[config.mk]
export PLATFORM = sky130hd
export DESIGN_NAME = icache_miss_handler
export DESIGN_NICKNAME = d
export VERILOG_FILES = /design/src/rtl/icache_pkg.sv /design/src/rtl/icache_mshr_fifo.sv /design/src/rtl/icache_miss_handler.sv
export SDC_FILE = /design/constraint.sdc
export NUM_CORES = 1
export LEC_CHECK = 0
export CORE_AREA = 2 2 439 441
export CTS_CLUSTER_SIZE = 40
export DETAILED_ROUTE_END_ITERATION = 12
export DIE_AREA = 0 0 441 443
export GPL_TIMING_DRIVEN = 0
export PLACE_DENSITY = 0.3
export SYNTH_ARGS = -nofsm -noshare
export SYNTH_HDL_FRONTEND = slang
export SYNTH_SLANG_ARGS = --single-unit
[constraint.sdc]
create_clock -name clk -period 43.1 [get_ports clk]
set_input_delay 8.62 -clock clk [delete_from_list [all_inputs] [get_ports clk]]
set_output_delay 8.62 -clock clk [all_outputs]
set_load 0.005 [all_outputs]
[src/rtl/icache_pkg.sv]
// Shared icache definitions: miss-handler FSM states, f2 op codes and address field widths.
package icache_pkg;

  typedef enum logic [1:0] {
    IDLE,
    REQ,
    WAIT,
    FILL
  } ic_state_e;

  localparam logic [2:0] IC_OP_FILL  = 3'b100;
  localparam logic [2:0] IC_OP_FETCH = 3'b001;

  localparam int unsigned IC_SET_CNT    = 1024;
  localparam int unsigned IC_CACHE_LINE = 512;
  localparam int unsigned IC_ADDR_SZ    = 32;

  localparam int unsigned IC_IDX_W       = $clog2(IC_SET_CNT);
  localparam int unsigned IC_OFF_W       = $clog2(IC_CACHE_LINE);
  localparam int unsigned IC_TAG_W       = IC_ADDR_SZ - IC_IDX_W - IC_OFF_W;
  localparam int unsigned IC_LINE_ADDR_W = IC_TAG_W + IC_IDX_W;

endpackage

[src/rtl/icache_mshr_fifo.sv]
// Circular FIFO of outstanding miss line addresses with per-entry valid,
// parallel line match and flush-clear that can optionally spare the in-flight head.
module icache_mshr_fifo #(
  parameter int unsigned DEPTH  = 2,
  parameter int unsigned LINE_W = 23
) (
  input  logic              clk,
  input  logic              rst,
  input  logic              push_in,
  input  logic [LINE_W-1:0] push_line_in,
  input  logic              pop_in,
  input  logic              flush_in,
  input  logic              keep_head_in,
  input  logic [LINE_W-1:0] cmp_line_in,
  input  logic              head_excl_in,
  output logic              match_out,
  output logic              full_out,
  output logic              any_valid_out,
  output logic              head_valid_out,
  output logic [LINE_W-1:0] head_line_out
);

  localparam int unsigned PTR_W = $clog2(DEPTH);

  logic [LINE_W-1:0] line_q [DEPTH];
  logic [LINE_W-1:0] line_d [DEPTH];
  logic [DEPTH-1:0]  valid_q, valid_d;
  logic [PTR_W-1:0]  head_q, head_d, tail_q, tail_d;

  // Entries are contiguous from head, so the tail slot is occupied only when full.
  assign full_out       = valid_q[tail_q];
  assign any_valid_out  = |valid_q;
  assign head_valid_out = valid_q[head_q];
  assign head_line_out  = line_q[head_q];

  always_comb begin
    match_out = 1'b0;
    for (int unsigned i = 0; i < DEPTH; i++) begin
      if (valid_q[PTR_W'(i)] && (line_q[PTR_W'(i)] == cmp_line_in) &&
          !(head_excl_in && (PTR_W'(i) == head_q))) begin
        match_out = 1'b1;
      end
    end
  end

  always_comb begin
    valid_d = valid_q;
    head_d  = head_q;
    tail_d  = tail_q;
    for (int unsigned i = 0; i < DEPTH; i++) begin
      line_d[i] = line_q[i];
    end
    if (pop_in) begin
      valid_d[head_q] = 1'b0;
      head_d          = head_q + PTR_W'(1);
    end
    if (push_in) begin
      valid_d[tail_q] = 1'b1;
      line_d[tail_q]  = push_line_in;
      tail_d          = tail_q + PTR_W'(1);
    end
    if (flush_in) begin
      valid_d = '0;
      if (keep_head_in && !pop_in) begin
        valid_d[head_q] = valid_q[head_q];
        tail_d          = head_q + PTR_W'(1);
      end else begin
        tail_d = head_d;
      end
    end
  end

  always_ff @(posedge clk or posedge rst) begin
    if (rst) begin
      valid_q <= '0;
      head_q  <= '0;
      tail_q  <= '0;
      for (int unsigned i = 0; i < DEPTH; i++) begin
        line_q[i] <= '0;
      end
    end else begin
      valid_q <= valid_d;
      head_q  <= head_d;
      tail_q  <= tail_d;
      for (int unsigned i = 0; i < DEPTH; i++) begin
        line_q[i] <= line_d[i];
      end
    end
  end

endmodule

[src/rtl/icache_miss_handler.sv]
// Icache miss handler: merges duplicate line misses, issues one L2 line read at a time
// and returns each line to f2 as an L2 fill.
module icache_miss_handler
  import icache_pkg::*;
#(
  parameter int unsigned SET_CNT    = IC_SET_CNT,
  parameter int unsigned CACHE_LINE = IC_CACHE_LINE,
  parameter int unsigned ADDR_SZ    = IC_ADDR_SZ,
  parameter int unsigned MSHR_DEPTH = 2
) (
  input  logic                  clk,
  input  logic                  rst,
  input  logic                  miss_valid_in,
  input  logic [ADDR_SZ-1:0]    miss_addr_in,
  output logic                  miss_ready_out,
  input  logic                  flush_in,
  output logic                  l2_req_valid_out,
  output logic [ADDR_SZ-1:0]    l2_req_addr_out,
  input  logic                  l2_req_ready_in,
  input  logic                  l2_resp_valid_in,
  input  logic [CACHE_LINE-1:0] l2_resp_data_in,
  output logic                  fill_valid_out,
  output logic [ADDR_SZ-1:0]    fill_addr_out,
  output logic [CACHE_LINE-1:0] fill_data_out,
  output logic [2:0]            fill_op_out,
  input  logic                  fill_ready_in,
  output logic                  busy_out
);

  localparam int unsigned OFF_W  = $clog2(CACHE_LINE);
  localparam int unsigned IDX_W  = $clog2(SET_CNT);
  localparam int unsigned TAG_W  = ADDR_SZ - OFF_W - IDX_W;
  localparam int unsigned LINE_W = TAG_W + IDX_W;

  ic_state_e             state_q, state_d;
  logic                  squash_q, squash_d;
  logic                  req_valid_q, req_valid_d;
  logic                  fill_valid_q, fill_valid_d;
  logic [ADDR_SZ-1:0]    line_addr_q, line_addr_d;
  logic [CACHE_LINE-1:0] line_q, line_d;
  logic [2:0]            fill_op_q, fill_op_d;

  logic [LINE_W-1:0] miss_line, head_line;
  logic              head_valid, any_valid, full, match;
  logic              push, pop, keep_head;
  logic              unused_off;

  assign miss_line      = {miss_addr_in[ADDR_SZ-1 -: TAG_W], miss_addr_in[OFF_W +: IDX_W]};
  assign unused_off     = ^miss_addr_in[OFF_W-1:0];
  assign miss_ready_out = !flush_in && (!full || match);
  assign push           = miss_valid_in && miss_ready_out && !match;

  icache_mshr_fifo #(
    .DEPTH  (MSHR_DEPTH),
    .LINE_W (LINE_W)
  ) u_mshr (
    .clk            (clk),
    .rst            (rst),
    .push_in        (push),
    .push_line_in   (miss_line),
    .pop_in         (pop),
    .flush_in       (flush_in),
    .keep_head_in   (keep_head),
    .cmp_line_in    (miss_line),
    .head_excl_in   (squash_q),
    .match_out      (match),
    .full_out       (full),
    .any_valid_out  (any_valid),
    .head_valid_out (head_valid),
    .head_line_out  (head_line)
  );

  always_comb begin
    state_d     = state_q;
    squash_d    = squash_q;
    line_addr_d = line_addr_q;
    line_d      = line_q;
    pop         = 1'b0;
    keep_head   = 1'b0;
    case (state_q)
      IDLE: begin
        if (head_valid && !flush_in) begin
          state_d     = REQ;
          line_addr_d = {head_line, {OFF_W{1'b0}}};
        end
      end
      REQ: begin
        // A handshake in the flush cycle already reached L2, so it is tracked as squashed.
        if (l2_req_ready_in) begin
          state_d   = WAIT;
          squash_d  = flush_in;
          keep_head = 1'b1;
        end else if (flush_in) begin
          state_d = IDLE;
        end
      end
      WAIT: begin
        keep_head = 1'b1;
        if (l2_resp_valid_in) begin
          line_d   = l2_resp_data_in;
          squash_d = 1'b0;
          if (squash_q || flush_in) begin
            state_d = IDLE;
            pop     = 1'b1;
          end else begin
            state_d = FILL;
          end
        end else if (flush_in) begin
          squash_d = 1'b1;
        end
      end
      FILL: begin
        if (flush_in) begin
          state_d = IDLE;
        end else if (fill_ready_in) begin
          state_d = IDLE;
          pop     = 1'b1;
        end
      end
      default: state_d = IDLE;
    endcase
    req_valid_d  = (state_d == REQ);
    fill_valid_d = (state_d == FILL);
    fill_op_d    = fill_valid_d ? IC_OP_FILL : '0;
  end

  always_ff @(posedge clk or posedge rst) begin
    if (rst) begin
      state_q      <= IDLE;
      squash_q     <= 1'b0;
      req_valid_q  <= 1'b0;
      fill_valid_q <= 1'b0;
      line_addr_q  <= '0;
      line_q       <= '0;
      fill_op_q    <= '0;
    end else begin
      state_q      <= state_d;
      squash_q     <= squash_d;
      req_valid_q  <= req_valid_d;
      fill_valid_q <= fill_valid_d;
      line_addr_q  <= line_addr_d;
      line_q       <= line_d;
      fill_op_q    <= fill_op_d;
    end
  end

  assign l2_req_valid_out = req_valid_q;
  assign l2_req_addr_out  = line_addr_q;
  assign fill_valid_out   = fill_valid_q;
  assign fill_addr_out    = line_addr_q;
  assign fill_data_out    = line_q;
  assign fill_op_out      = fill_op_q;
  assign busy_out         = any_valid || (state_q != IDLE);

  a_resp_only_in_wait: assert property (
    @(posedge clk) disable iff (rst) l2_resp_valid_in |-> (state_q == WAIT)
  );

endmodule
==> impl_metrics.json <==
{
  "cp_cell_sequence": "clkdlybuf4s50_1, xnor2_1, nand4_1, nor4_1, a22oi_1, nor2b_1, nor2_1, clkdlybuf4s50_1",
  "maxSlewViolCount": 0,
  "skew_ps": 30.5,
  "crit_path_frequent_cell": "clkdlybuf4s50_1",
  "dieArea_um2": 195000,
  "drive_gt1_frac": 0.272,
  "numCtsBuffers": 86,
  "finalSetupViolations": 0,
  "cts_tree": "built",
  "final_net_count": 3238,
  "r2r_slack_ps": 39450,
  "gr-total-overflow": 0,
  "ys_seq_area_frac": 0.635,
  "maxCapViolations": 0,
  "postLayoutCoreUtil": 0.212,
  "ant_nets": 0,
  "grt_max_degree": 103,
  "core.rowCount": 161,
  "power_density_nw_per_um2": 74.6,
  "initial_core_util": 0.122,
  "postSynth.asyncResetShare": 1.00,
  "crit_path_end_kind": "output port",
  "hold_viol": 0,
  "rsz0062_at_grt": "false",
  "io_buffer_count": 1104,
  "pre_cts_ws_ps": 23130,
  "synth-edff-count": 0,
  "clock_latency_ps": 720,
  "whs_ps": 499,
  "ir_worst_vdd_v": 0.0000283,
  "synthFlopType": "dfrtp_1",
  "fin_setup_tns_ps": 0,
  "critPathKind": "in -> out",
  "antenna_found_initial": 69,
  "critPathMaxStageDelay_ps": 580,
  "vias": 16915,
  "worstHoldEndpoint": "fill_data_out[292]",
  "status": "completed",
  "grt_pass1_wl_um": 169000,
  "arrival_ps": 11300,
  "synthCells": 1465,
  "routed_wirelength_um": 128000,
  "setup_ws_ps": 23180,
  "reg2reg_from": "state_q[0]",
  "critPathMaxFanout": 4,
  "cts_hold_buf": 0,
  "leakagePower_nw": 16.2,
  "r2r-end": "fill_data_out[370]",
  "gp_congestion": 0.805,
  "period_share": 0.462,
  "relSlewSlack": 0.321,
  "cp.required_ps": 34480,
  "grt_pass1_vias": 18304,
  "firstDrtPassIters": 4,
  "fmax_mhz": 50.2,
  "ys_warn_count": 0,
  "viasPerCell": 3.19,
  "synth.ff_latch_count": 590,
  "cts-htree-levels": 3,
  "post-route-min-period_ps": 19920,
  "hold_path.class": "reg -> reg",
  "clkTransAtPathRegs_ps": 50,
  "wl_per_cell_um": 24.1,
  "total_power_mw": 3.02,
  "hpwl_um": 103000,
  "cts-root-buf": "clkbuf_16",
  "min_path_cells": 1,
  "detail_route.iter0.violations": 655,
  "grt_usage": 0.129,
  "syn_area_um2": 23300,
  "cts.sinks": 590,
  "cts_resized": 0,
  "worst-r2r-cell-count": 7,
  "area_growth_pct": 74.4,
  "postCtsSetupRepairBufs": 0,
  "postSynthAreaPerCell_um2": 15.9,
  "core_um2": 191000,
  "worst_slew_pin_slew_ps": 1020,
  "ys_types": 38,
  "slowest_stage": "clkdlybuf4s50_1",
  "die_x_um": 441,
  "clockBufferDepth": 3,
  "die_y_um": 443,
  "start_kind": "primary input",
  "hold_start": "fill_data_out[292]",
  "ios": 1134,
  "post-route-drc-count": 0
}
[cell usage in the layout, fill, tap and decap left out, drive strengths merged, types with 5 or more instances in the layout]
cell	netlist	routed
nand4	10	10
clkbuf	63	199
nand2	8	8
diode	0	36
xnor2	44	44
mux2i	26	26
o21ai	7	7
a21oi	28	28
clkdlybuf4s50	0	1104
mux2	558	558
inv	8	13
ha	5	5
buf	53	59
conb	1	20
nor2	32	32
dfrtp	590	590
clkinv	0	8
[metrics by stage]
| step | cells | area (um2) |
|---|---|---|
| after floorplan | 1484 | 23300 |
| after global placement | 5114 | 37500 |
| after detailed placement | 5120 | 37700 |
| after CTS | 5271 | 40500 |
| after global routing | 5286 | 40500 |
| final | 5307 | 40600 |
[how the worst max path moves through the flow]
stage                          start            endpoint  depth (start not counted)
floorplan                        rst   fill_addr_out[10]                          1
global placement                 rst  fill_data_out[373]                          2
detailed placement  miss_addr_in[22]      miss_ready_out                          8
CTS                 miss_addr_in[22]      miss_ready_out                          8
global route        miss_addr_in[22]      miss_ready_out                          8
finish              miss_addr_in[22]      miss_ready_out                          8
[logic make-up after synthesis]
group                      count (synthesis)  synth area share
DFF                                      590             0.635
muxes                                    584             0.288
buffers and inverters                    124            0.0306
and+or+nand+nor                           70            0.0156
xor gates and xnor gates                  48            0.0181
AOI/OAI and AO/OA                         43            0.0105
adders and majority gates                  5           0.00269
other                                      1          0.000161
[per-layer routing]
layer  share of wire  up-vias  GRT usage
met5         0.00094        -    0.00298
met4           0.029       20     0.0440
met3           0.089      174     0.0500
met2            0.53      640      0.230
met1            0.35     8510      0.136
li1                -     7571          -
[Yosys cell counts (2+ instances only)]
cell type	number	area, um2
mux2i_1	26	260
xnor2_1	44	385
nand4_2	2	25.0
inv_1	8	30.0
or4b_1	2	20.0
xor2_1	4	35.0
nor2b_1	4	25.0
nor4_1	3	18.8
buf_1	3	11.3
buf_6	2	22.5
nand2_1	8	30.0
dfrtp_1	590	14800
mux2_4	38	571
ha_1	5	62.6
a21oi_1	28	140
o21ai_0	7	35.0
nand4_1	8	50.1
nor2_1	32	120
and2_1	3	18.8
buf_4	44	330
nand3_1	2	10.0
clkbuf_1	63	236
buf_12	4	80.1
mux2_2	520	5860
nand2b_1	2	12.5
[worst max-delay path, delay by kind of cell]
family                    cells  cell delay, ps
AOI/OAI and AO/OA             1             160
xor gates and xnor gates      1             420
buffers and inverters         2            1090
and+or+nand+nor               4            1000
[report_power, final]
group	total, mW	internal, mW	leakage [nW]	switching [mW]
sequential	1.02	0.840	6.94	0.177
clock	0.707	0.416	1.35	0.292
combinational	1.30	0.811	7.90	0.489
total	3.02	2.07	16.2	0.957
[sequential cells by signal, indices dropped and copies added (netlist names)]
register / cells
fill_data_out: 512
fill_addr_out: 23
fill_op_out: 1
l2_req_valid_out: 1
u_mshr.valid_q: 2
u_mshr.head_q: 1
state_q: 2
squash_q: 1
u_mshr.line_q: 46
u_mshr.tail_q: 1
[area by class of cell]
type | instances | area [um2]
clock buffers | 136 | 2580
multi-input cells | 770 | 7850
flip-flops and latches | 590 | 14800
inverters | 8 | 37.5
plain buffers | 116 | 683
clock inverters | 15 | 169
repair buffers | 1110 | 11200
diodes | 36 | 90.1
fillers | 20548 | 151000
well taps | 2526 | 3160
Power figures use the tool's default switching activity.
